`config.mk`:
```
export PLATFORM = sky130hd
export DESIGN_NAME = apb_slave_regfile_flat
export DESIGN_NICKNAME = d
export VERILOG_FILES = /design/src/rtl/apb_slave_regfile_if.sv /design/src/rtl/apb_slave_regfile.sv /design/src/flat_wrapper.sv
export SDC_FILE = /design/constraint.sdc
export NUM_CORES = 1
export LEC_CHECK = 0
export CORE_ASPECT_RATIO = 1.1
export CORE_MARGIN = 1.5
export CORE_UTILIZATION = 45
export CTS_BUF_LIST = sky130_fd_sc_hd__clkbuf_2 sky130_fd_sc_hd__clkbuf_4 sky130_fd_sc_hd__clkbuf_8
export DETAILED_ROUTE_END_ITERATION = 8
export PLACE_DENSITY = 0.88
export SLEW_MARGIN = 10
export SYNTH_ARGS = -nofsm -noshare
export SYNTH_HDL_FRONTEND = slang
export SYNTH_SLANG_ARGS = --single-unit
export TNS_END_PERCENT = 100
```
`constraint.sdc`:
```
create_clock -name i_clk -period 3 [get_ports i_clk]
set_input_delay 0.45 -clock i_clk [delete_from_list [all_inputs] [get_ports i_clk]]
set_output_delay 0.45 -clock i_clk [all_outputs]
set_load 0.1 [all_outputs]
```
`src/rtl/apb_slave_regfile_if.sv`:
```
// APB bus bundle between the team's APB master and the register-file
// completer. Signal names keep the completer's i_/o_ view so the slave
// modport reads naturally inside apb_slave_regfile.
interface apb_slave_regfile_if #(
   parameter int ADDR_WIDTH = 8,
   parameter int DATA_WIDTH = 32
);

   logic [ADDR_WIDTH-1:0] i_paddr;
   logic                  i_psel;
   logic                  i_penable;
   logic                  i_pwrite;
   logic [DATA_WIDTH-1:0] i_pwdata;
   logic                  o_pready;
   logic                  o_pslverr;
   logic [DATA_WIDTH-1:0] o_prdata;

   // Requester side: drives the request, observes the response.
   modport master (
      output i_paddr,
      output i_psel,
      output i_penable,
      output i_pwrite,
      output i_pwdata,
      input  o_pready,
      input  o_pslverr,
      input  o_prdata
   );

   // Completer side: observes the request, drives the response.
   modport slave (
      input  i_paddr,
      input  i_psel,
      input  i_penable,
      input  i_pwrite,
      input  i_pwdata,
      output o_pready,
      output o_pslverr,
      output o_prdata
   );

endinterface : apb_slave_regfile_if

```
`src/rtl/apb_slave_regfile.sv`:
```
// APB completer backed by a bank of NUM_REGS read/write registers.
// Every transfer is stretched by WAIT_STATES access cycles with o_pready low;
// misaligned or out-of-range addresses complete with o_pslverr set and never
// touch the bank. All register contents are also exposed flat on o_regs.
module apb_slave_regfile #(
   parameter int ADDR_WIDTH  = 8,
   parameter int DATA_WIDTH  = 32,
   parameter int NUM_REGS    = 8,
   parameter int WAIT_STATES = 1
) (
   input  logic                           i_clk,
   input  logic                           i_reset_n,
   apb_slave_regfile_if.slave             apb,
   output logic [NUM_REGS*DATA_WIDTH-1:0] o_regs
);

   // Word index taken from the byte address; the low two bits only matter
   // for the alignment check.
   localparam int IDX_W = ADDR_WIDTH - 2;

   // Elaboration-time guards on the parameter ranges the logic relies on.
   if (ADDR_WIDTH < 3) begin : g_chk_aw
      $error("apb_slave_regfile: ADDR_WIDTH must be at least 3");
   end
   if ((NUM_REGS < 1) || (NUM_REGS > (1 << IDX_W))) begin : g_chk_nr
      $error("apb_slave_regfile: NUM_REGS out of range for ADDR_WIDTH");
   end
   if ((WAIT_STATES < 0) || (WAIT_STATES > 15)) begin : g_chk_ws
      $error("apb_slave_regfile: WAIT_STATES must be within 0..15");
   end

   typedef enum logic {
      IDLE   = 1'b0,
      ACCESS = 1'b1
   } state_t;

   // Transfer context latched in the setup phase.
   state_t              state_q;
   logic [3:0]          cnt_q;
   logic [IDX_W-1:0]    idx_q;
   logic                wr_q;
   logic                err_q;

   // Register bank.
   logic [DATA_WIDTH-1:0] regs_q [NUM_REGS];

   // Decode of the live address, used only when a setup phase is seen.
   logic [IDX_W-1:0]    idx_in;
   logic                err_in;
   logic                setup;
   logic                complete;
   logic                wr_commit;
   logic [DATA_WIDTH-1:0] rd_word;

   assign idx_in = apb.i_paddr[ADDR_WIDTH-1:2];
   // Compare at 32 bits so NUM_REGS == 2**IDX_W does not wrap to zero.
   assign err_in = (apb.i_paddr[1:0] != 2'b00) ||
                   (32'(idx_in) >= 32'(NUM_REGS));

   assign setup = apb.i_psel & ~apb.i_penable;

   // The completion cycle: waits exhausted and the master still holding
   // the access phase. Dropping i_psel here aborts instead of completing.
   assign complete  = (state_q == ACCESS) && (cnt_q == 4'd0) &&
                      apb.i_psel && apb.i_penable;
   assign wr_commit = complete && wr_q && !err_q;

   // Transfer sequencer: setup latch, wait countdown, abort and completion.
   always_ff @(posedge i_clk) begin
      if (!i_reset_n) begin
         state_q <= IDLE;
         cnt_q   <= 4'd0;
         idx_q   <= '0;
         wr_q    <= 1'b0;
         err_q   <= 1'b0;
      end else begin
         case (state_q)
            IDLE: begin
               // An access phase without a preceding setup is ignored here.
               if (setup) begin
                  idx_q   <= idx_in;
                  wr_q    <= apb.i_pwrite;
                  err_q   <= err_in;
                  cnt_q   <= 4'(WAIT_STATES);
                  state_q <= ACCESS;
               end
            end
            ACCESS: begin
               if (!apb.i_psel) begin
                  state_q <= IDLE;
               end else if (apb.i_penable) begin
                  if (cnt_q != 4'd0) begin
                     cnt_q <= cnt_q - 4'd1;
                  end else begin
                     state_q <= IDLE;
                  end
               end
            end
            default: state_q <= IDLE;
         endcase
      end
   end

   // Register bank write port: commits only on an error-free write completion.
   always_ff @(posedge i_clk) begin
      if (!i_reset_n) begin
         for (int k = 0; k < NUM_REGS; k++) begin
            regs_q[k] <= '0;
         end
      end else if (wr_commit) begin
         for (int k = 0; k < NUM_REGS; k++) begin
            if (idx_q == IDX_W'(k)) begin
               regs_q[k] <= apb.i_pwdata;
            end
         end
      end
   end

   // Read mux over the bank; an index past the bank yields zero.
   always_comb begin
      rd_word = '0;
      for (int k = 0; k < NUM_REGS; k++) begin
         if (idx_q == IDX_W'(k)) begin
            rd_word = regs_q[k];
         end
      end
   end

   // Response outputs: all quiet except in the completion cycle.
   always_comb begin
      apb.o_pready  = complete;
      apb.o_pslverr = complete && err_q;
      apb.o_prdata  = (complete && !wr_q && !err_q) ? rd_word : '0;
   end

   // Flat view of the bank for downstream control logic.
   for (genvar g = 0; g < NUM_REGS; g++) begin : g_regs_flat
      assign o_regs[g*DATA_WIDTH +: DATA_WIDTH] = regs_q[g];
   end

endmodule : apb_slave_regfile

```
`src/flat_wrapper.sv`:
```
// flat-port wrapper written by rule: the top's interface ports become plain ports
module apb_slave_regfile_flat 
#(
   parameter int ADDR_WIDTH  = 8,
   parameter int DATA_WIDTH  = 32,
   parameter int NUM_REGS    = 8,
   parameter int WAIT_STATES = 1
)
  (i_clk, i_reset_n, o_regs, apb_i_paddr, apb_i_psel, apb_i_penable, apb_i_pwrite, apb_i_pwdata, apb_o_pready, apb_o_pslverr, apb_o_prdata);
  apb_slave_regfile_if #(.ADDR_WIDTH(ADDR_WIDTH), .DATA_WIDTH(DATA_WIDTH)) apb_i ();
  input  logic i_clk;
  input  logic i_reset_n;
  output logic [NUM_REGS*DATA_WIDTH-1:0] o_regs;
  input wire logic [$bits(apb_i.i_paddr)-1:0] apb_i_paddr;
  input wire logic [$bits(apb_i.i_psel)-1:0] apb_i_psel;
  input wire logic [$bits(apb_i.i_penable)-1:0] apb_i_penable;
  input wire logic [$bits(apb_i.i_pwrite)-1:0] apb_i_pwrite;
  input wire logic [$bits(apb_i.i_pwdata)-1:0] apb_i_pwdata;
  output wire logic [$bits(apb_i.o_pready)-1:0] apb_o_pready;
  output wire logic [$bits(apb_i.o_pslverr)-1:0] apb_o_pslverr;
  output wire logic [$bits(apb_i.o_prdata)-1:0] apb_o_prdata;
  assign apb_i.i_paddr = apb_i_paddr;
  assign apb_i.i_psel = apb_i_psel;
  assign apb_i.i_penable = apb_i_penable;
  assign apb_i.i_pwrite = apb_i_pwrite;
  assign apb_i.i_pwdata = apb_i_pwdata;
  assign apb_o_pready = apb_i.o_pready;
  assign apb_o_pslverr = apb_i.o_pslverr;
  assign apb_o_prdata = apb_i.o_prdata;
  apb_slave_regfile #(.ADDR_WIDTH(ADDR_WIDTH), .DATA_WIDTH(DATA_WIDTH), .NUM_REGS(NUM_REGS), .WAIT_STATES(WAIT_STATES)) u_core (.i_clk(i_clk), .i_reset_n(i_reset_n), .apb(apb_i), .o_regs(o_regs));
endmodule
```
==> summary.md, run 1 <==
| Metric | Value |
|---|---|
| Crit-path cells | or4_4 -> a21oi_4 -> buf_4 -> o211ai_1 -> a21o_1 -> a31oi_2 -> buf_12 |
| R2R Path Start | u_core.cnt_q[1] |
| Final Cell Area | around 17000 µm² |
| Core Box Area | approximately 25000 µm² |
| Post-synth EDFFs | 256 |
| Pre-antenna DRT Iters | 5 |
| Die height | approximately 170 µm |
| Vias per std cell | approximately 5.9 |
| Fmax | 0.3270 GHz |
| Total grt overflow | 0 |
| Antenna violations before repair | 1 |
| Lkg Pwr | ~6.6 nW |
| CP Launch Point | u_core.idx_q[2] |
| Post-Syn Area | roughly 12000 µm² |
| RSZ-0062 raised after global routing | true |
| Reg clk slew, reported paths | 0.07 ns |
| Ant. Diodes | 0 |
| Ys flop type | edfxtp_1 |
| RD Place Congestion | ~0.88 |
| Slew HR | 0.6366 |
| Post-Route WL | 44.22 mm |
| Crit-path leading delay family | compound AO/OA/AOI/OAI gates |
| Critical Path Max Stage Delay | ~0.56 ns |
| CP Launch Type | flip-flop |
| Vias in the first global route | slightly above 10000 |
| Syn. warnings | 0 |
| Maximum VDD drop | between 0.3 and 0.4 mV |
| Number of port buffers | about 330 |
| FP Rows | ~60 |
| Net Switching | about 0.0033 W |
| Seq/Total Area, Yosys | 0.6848 |
| Worst-skew pair later-pin latency | around 0.54 ns |
| Die width | approximately 160 µm |
| P_int | 0.006392 W |
| Area Overhead vs Synth | 45.01% |
| CP max FO | 5 |
| FFs w/ async S/R, synth | 0 |
| Slowest cell on the critical path | or4_4 |
| DR vias | 10100 |
| DRC viols | 0 |
| Period minus WS final | ~3.1 ns |
| First DRT Iteration DRCs | 1052 |
| Pre-CTS setup slack | 0.07482 ns |
| Crit Path Class | flip-flop to output port |
| WP buf/inv | 2 |
| Fin Clk Skew | 0.01612 ns |
| CTS Root Cell | clkbuf_8 |
| CTS buffer count | 43 |
| Syn avg cell area | 12.19 µm² |
| IO Pins | around 340 |
| Syn Inst Count | around 950 |
| Comb pwr share | 0.224 |
| Initial Util | 0.4580 |
| Crit. End Element | output port |
| WP data arrival | between 2 and 3 ns |
| Hpwl dp | approximately 28 mm |
| Period utilization | 1.020 |
| Switching Fraction | 0.3382 |
| Reg power frac | 0.456 |
| Commonest non-fill, non-tap cell in the layout | buf_4 |
| Clk buf depth | 3 |
| Final hold vios | 0 |
| DP Area | 15460 µm² |
| Clock Power Share | 0.320 |
| Final antenna-violating net count | 0 |
| WP data required | ~2.6 ns |
| H-tree levels | 2 |
| Share of cells above drive strength 1 | 0.3730 |
| Die footprint | around 27000 µm² |
| Worst R2R Setup Slack | ~0.65 ns |
| Synth Register Bits | 269 |
| Worst Hold Class | input port to flip-flop |
| Failing checks | negative setup slack |
| Clk sinks | approximately 270 |
| Syn nets | roughly 1000 |
| Final setup margin | -0.05852 ns |
| Slew @ Worst Pin | 0.5450 ns |
| Commonest cells after routing, fill and taps aside | buf_4, edfxtp_1, nor2_1, nand2_1, buf_12 |
| CTS tree | built |
| Cell Pwr Density | approximately 570 nW/µm² |
| Final Max Slew Viols | 0 |
| Largest net degree at the start of global routing | 33 |
| First-pass GRT wire length | between 60 and 70 mm |
| Max-cap violations | 0 |
| Netlist cell types | 41 |
| Hold Crit Start | i_reset_n |
| Avg WL per Cell | roughly 26 µm |
| Global-route usage over all layers | 0.3145 |
| Final setup viols | 17 |
| Status | finished with violations |
| # nets final | 1369 |
-- Yosys cell counts, drive strengths merged (2+ instances only) --
cell type | n | area share
a31oi | 20 | 0.011
nor2 | 198 | 0.064
a2bb2oi | 20 | 0.015
o22ai | 12 | 0.0065
clkbuf | 33 | 0.011
or3 | 2 | 0.0011
nor3b | 4 | 0.0040
nand2 | 71 | 0.027
dfxtp | 13 | 0.022
a22oi | 44 | 0.028
nand2b | 21 | 0.012
edfxtp | 256 | 0.66
nor4b | 2 | 0.0020
xor2 | 2 | 0.0015
a221oi | 12 | 0.0091
nor4 | 2 | 0.0011
a21oi | 31 | 0.013
buf | 36 | 0.025
o21ai | 53 | 0.023
o211ai | 20 | 0.013
a21o | 20 | 0.013
and2 | 8 | 0.0043
and3 | 13 | 0.0070
inv | 35 | 0.011
nor3 | 15 | 0.0065
-- power groups by stage --
stage	clock (W)	sequential, W	combinational (W)
final	0.00310	0.00440	0.00216
after global routing	0.00325	0.00442	0.00220
after CTS	0.00311	0.00439	0.00212
after detailed placement	0	0.00447	0.00209
after global placement	0	0.00446	0.00207
after floorplan	0	0.00561	0.000359
-- area by class of cell --
cell class | instances | area (µm²)
clock buffer | 63 | 773.2
clock inverter | 13 | 62.56
fill | 1816 | 8509
inverter | 36 | 135.1
multi-input combinational | 578 | 3677
sequential | 269 | 7963
tap | 346 | 432.9
timing repair buffer | 395 | 3786
-- worst min-delay path, cell delays in order --
cell and delay, ns:
buf_2 0.14, clkinv_1 0.22, a21oi_1 0.07
-- stage by stage --
stage / total power, W / cells / TNS [ns] / utilization / hold slack, ns
6_report: 0.009659 / 1700 / -0.5805 / 0.6642 / 0.3917
5_1_grt: 0.009868 / 1700 / -1.883 / 0.6642 / 0.3869
4_1_cts: 0.009619 / 1690 / -0.3180 / 0.6503 / 0.3627
3_5_place_dp: 0.006556 / 1613 / 0 / 0.6101 / 0.4777
3_3_place_gp: 0.006529 / 1613 / 0 / 0.6101 / 0.4677
2_1_floorplan: 0.005972 / 952 / -0.1661 / - / 0.4496
-- kinds of logic (layout without fill, tap and decap cells) --
group	after synthesis	in the layout	synth area share
compound gates	234	234	0.1334
simple gates	341	341	0.1317
fa+ha+maj	1	1	0.001078
xor+xnor	2	2	0.001510
buf+inv	105	507	0.04754
flops	269	269	0.6848
-- repair_timing --
item	in CTS	in global routing
setup buffers	0	7
hold buffers	0	0
endpoints found under the hold margin	0	0
setup endpoints to repair	32	32
cloned	1	3
pin swaps	8	13
gates resized for setup	38	82
-- per-layer routing --
| metal | share of wire | vias to the layer above | track usage |
|---|---|---|---|
| met5 | 0 | - | 0 |
| met4 | 0.048 | 0 | 0.1578 |
| met3 | 0.11 | 162 | 0.07231 |
| met2 | 0.49 | 766 | 0.5300 |
| met1 | 0.35 | 4951 | 0.3803 |
| li1 | - | 4223 | - |
-- worst paths after layout --
| path | cells after the start | end |
|---|---|---|
| worst max-delay path | 7 | apb_o_prdata[1] |
| worst min-delay path | 3 | u_core.idx_q[4] |
| worst max register to register | 10 | u_core.regs_q[0][93] |
| worst min register to register | 1 | u_core.cnt_q[0] |
-- sequential cells by signal, indices dropped and copies added, names as in the netlist --
signal          cells
u_core.err_q        1
u_core.regs_q     256
u_core.wr_q         1
u_core.state_q      1
u_core.cnt_q        4
u_core.idx_q        6
Power figures use the tool's default switching activity.
==> run 2, diff against run 1 <==
- CORE_UTILIZATION: 45 -> 43
- CTS_BUF_LIST: sky130_fd_sc_hd__clkbuf_2 sky130_fd_sc_hd__clkbuf_4 sky130_fd_sc_hd__clkbuf_8 -> sky130_fd_sc_hd__clkbuf_16
- PLACE_DENSITY: 0.88 -> 0.85
- REMOVE_ABC_BUFFERS: default -> 1
==> run 2 against run 1 <==
Net effect:
- the flow still finishes with violations (negative setup slack)
- largest cell class unchanged
- non-clock buffer count rose by 7
- sequential share of layout area decreased by 0.17 points
- clock skew is 0.0027 ns lower
- worst hold slack worse by 0.063 ns
- setup slack improved by 0.032 ns
- clock power is 8.4% higher
- via count down 0.26%
- die area grew 4.6%
- flip-flop and latch count is the same
==> summary.md, run 2 (synthesized netlist as in run 1, its figures left out) <==
| Metric | Value |
|---|---|
| Clk sinks | between 200 and 300 |
| WP data arrival | about 2.6 ns |
| CTS buffer count | 26 |
| Net Switching | around 0.0032 W |
| Cell Pwr Density | slightly below 600 nW/µm² |
| DP Area | around 15000 µm² |
| Avg WL per Cell | between 20 and 30 µm |
| Placed cells | approximately 1600 |
| CP Launch Type | flip-flop |
| CTS tree | built |
| Max-cap violations | 0 |
| Total grt overflow | 0 |
| Slew @ Worst Pin | between 0.7 and 0.8 ns |
| Final setup viols | 5 |
| Reg clk slew, reported paths | about 0.06 ns |
| CP Launch Point | u_core.idx_q[2] |
| # hold bufs at CTS | 0 |
| Setup_tns | -0.08506 ns |
| H-tree levels | 1 |
| Post-Route WL | 44.71 mm |
| Comb pwr share | 0.218 |
| # nets final | ~1400 |
| Reg power frac | 0.443 |
| Worst R2R Setup Slack | between 0.6 and 0.7 ns |
| Commonest non-fill, non-tap cell in the layout | buf_4 |
| Final antenna-violating net count | 0 |
| Failing checks | negative setup slack |
| Initial Util | 0.4413 |
| RSZ-0062 raised after global routing | true |
| FP Rows | 62 |
| Critical Path Sink | apb_o_prdata[22] |
| Crit. End Element | output port |
| Hpwl dp | 27.73 mm |
| RD Place Congestion | ~0.84 |
| Clock Power Share | 0.339 |
| Number of port buffers | 334 |
| Crit Path Class | flip-flop to output port |
| DR vias | 10080 |
| Die footprint | about 28000 µm² |
| Pre-antenna DRT Iters | 5 |
| Antenna violations before repair | 1 |
| Final setup margin | -0.02680 ns |
| Commonest cells after routing, fill and taps aside | buf_4, edfxtp_1, nor2_1, nand2_1, buf_12 |
| Worst Hold Class | input port to flip-flop |
| Period minus WS final | between 3 and 4 ns |
| P_int | between 0.006 and 0.007 W |
| Largest net degree at the start of global routing | 43 |
| Die width | about 160 µm |
| Global-route usage over all layers | 0.3078 |
| Fmax | ~0.33 GHz |
| Final Max Slew Viols | 0 |
| Core Box Area | between 20000 and 30000 µm² |
| Slew HR | 0.5269 |
| DRC viols | 0 |
| Fin Clk Skew | about 0.013 ns |
| CP max FO | 6 |
| Maximum VDD drop | 0.4223 mV |
| R2R Path Start | u_core.cnt_q[0] |
| CTS Root Cell | clkbuf_16 |
| Vias per std cell | 5.980 |
| Status | finished with violations |
| Largest regs | u_core.regs_q x256, u_core.idx_q x6, u_core.cnt_q x4 |
| IO Pins | about 340 |
| Final hold vios | 0 |
| Pre-CTS setup slack | a little over 0.06 ns |
| Clk buf depth | 3 |
| Final Cell Area | 16890 µm² |
| Period utilization | 1.009 |
| Lkg Pwr | roughly 6.6 nW |
| First-pass GRT wire length | 63.51 mm |
| Reg2reg end | u_core.regs_q[1][51] |
| Area Overhead vs Synth | 45.54% |
| Share of cells above drive strength 1 | 0.3604 |
| Vias in the first global route | slightly above 10000 |
| Hold Path Depth | 3 |
| Largest Register | u_core.regs_q |
| Non-Filler Instances | around 1700 |
| Worst-skew pair later-pin latency | 0.53 ns |
| Reg2reg path depth | 10 |
| WP data required | 2.55 ns |
| Die height | 175.3 µm |
| Switching Fraction | 0.3236 |
| First DRT Iteration DRCs | between 1000 and 1500 |
| Number of flip-flops under the largest register name | between 200 and 300 |
==> run 2: critical path: stages (launching register included) <==
cell and delay (ns):
dfxtp_2 0.34, or4_4 0.56, a21oi_4 0.19, buf_6 0.16, o211ai_1 0.11, a21o_1 0.19
a31oi_1 0.17, bufbuf_16 0.34
==> run 2: worst min-delay path by stage <==
stage              startpoint         endpoint  slack [ns]
5_1_grt             i_reset_n  u_core.idx_q[4]        0.35
2_1_floorplan     u_core.wr_q      u_core.wr_q        0.45
4_1_cts             i_reset_n  u_core.idx_q[4]        0.31
3_5_place_dp   u_core.state_q   u_core.state_q        0.48
6_report            i_reset_n  u_core.idx_q[3]        0.33
3_3_place_gp   u_core.state_q   u_core.state_q        0.47
==> run 2: layer usage <==
layer	track usage	share of wire
met5	0	0
met3	0.05903	0.097
met2	0.5224	0.49
met1	0.3784	0.36
met4	0.1517	0.051
==> run 2: cell type report <==
| class | instances | area (µm²) |
|---|---|---|
| multi-input combinational | 579 | 3640 |
| timing repair buffer | 402 | 3846 |
| antenna | 1 | 2.502 |
| tap | 352 | 440.4 |
| sequential | 269 | 7963 |
| clock inverter | 19 | 188.9 |
| inverter | 36 | 135.1 |
| fill | 1861 | 9407 |
| clock buffer | 27 | 675.6 |
==> run 2: repair_timing <==
item                       CTS  global route
setup endpoints to repair   32            32
setup buffers                8             5
pin swaps                    7            25
cloned                       4             0
gates resized for setup     78            59
==> run 2: through the flow <==
stage | power [W] | utilization | hold WS [ns]
global route | 0.01013 | 0.6423 | 0.3509
finish | 0.009919 | 0.6423 | 0.3286
global placement | 0.006501 | 0.5791 | 0.4672
detailed placement | 0.006523 | 0.5791 | 0.4829
floorplan | 0.005930 | - | 0.4496
CTS | 0.009877 | 0.6311 | 0.3126
==> run 2: power by group through the flow <==
stage	combinational, W	sequential (W)	clock, W
2_1_floorplan	0.000312	0.00562	0
3_3_place_gp	0.00205	0.00445	0
3_5_place_dp	0.00206	0.00446	0
4_1_cts	0.00212	0.00439	0.00337
5_1_grt	0.00220	0.00441	0.00351
6_report	0.00216	0.00440	0.00336
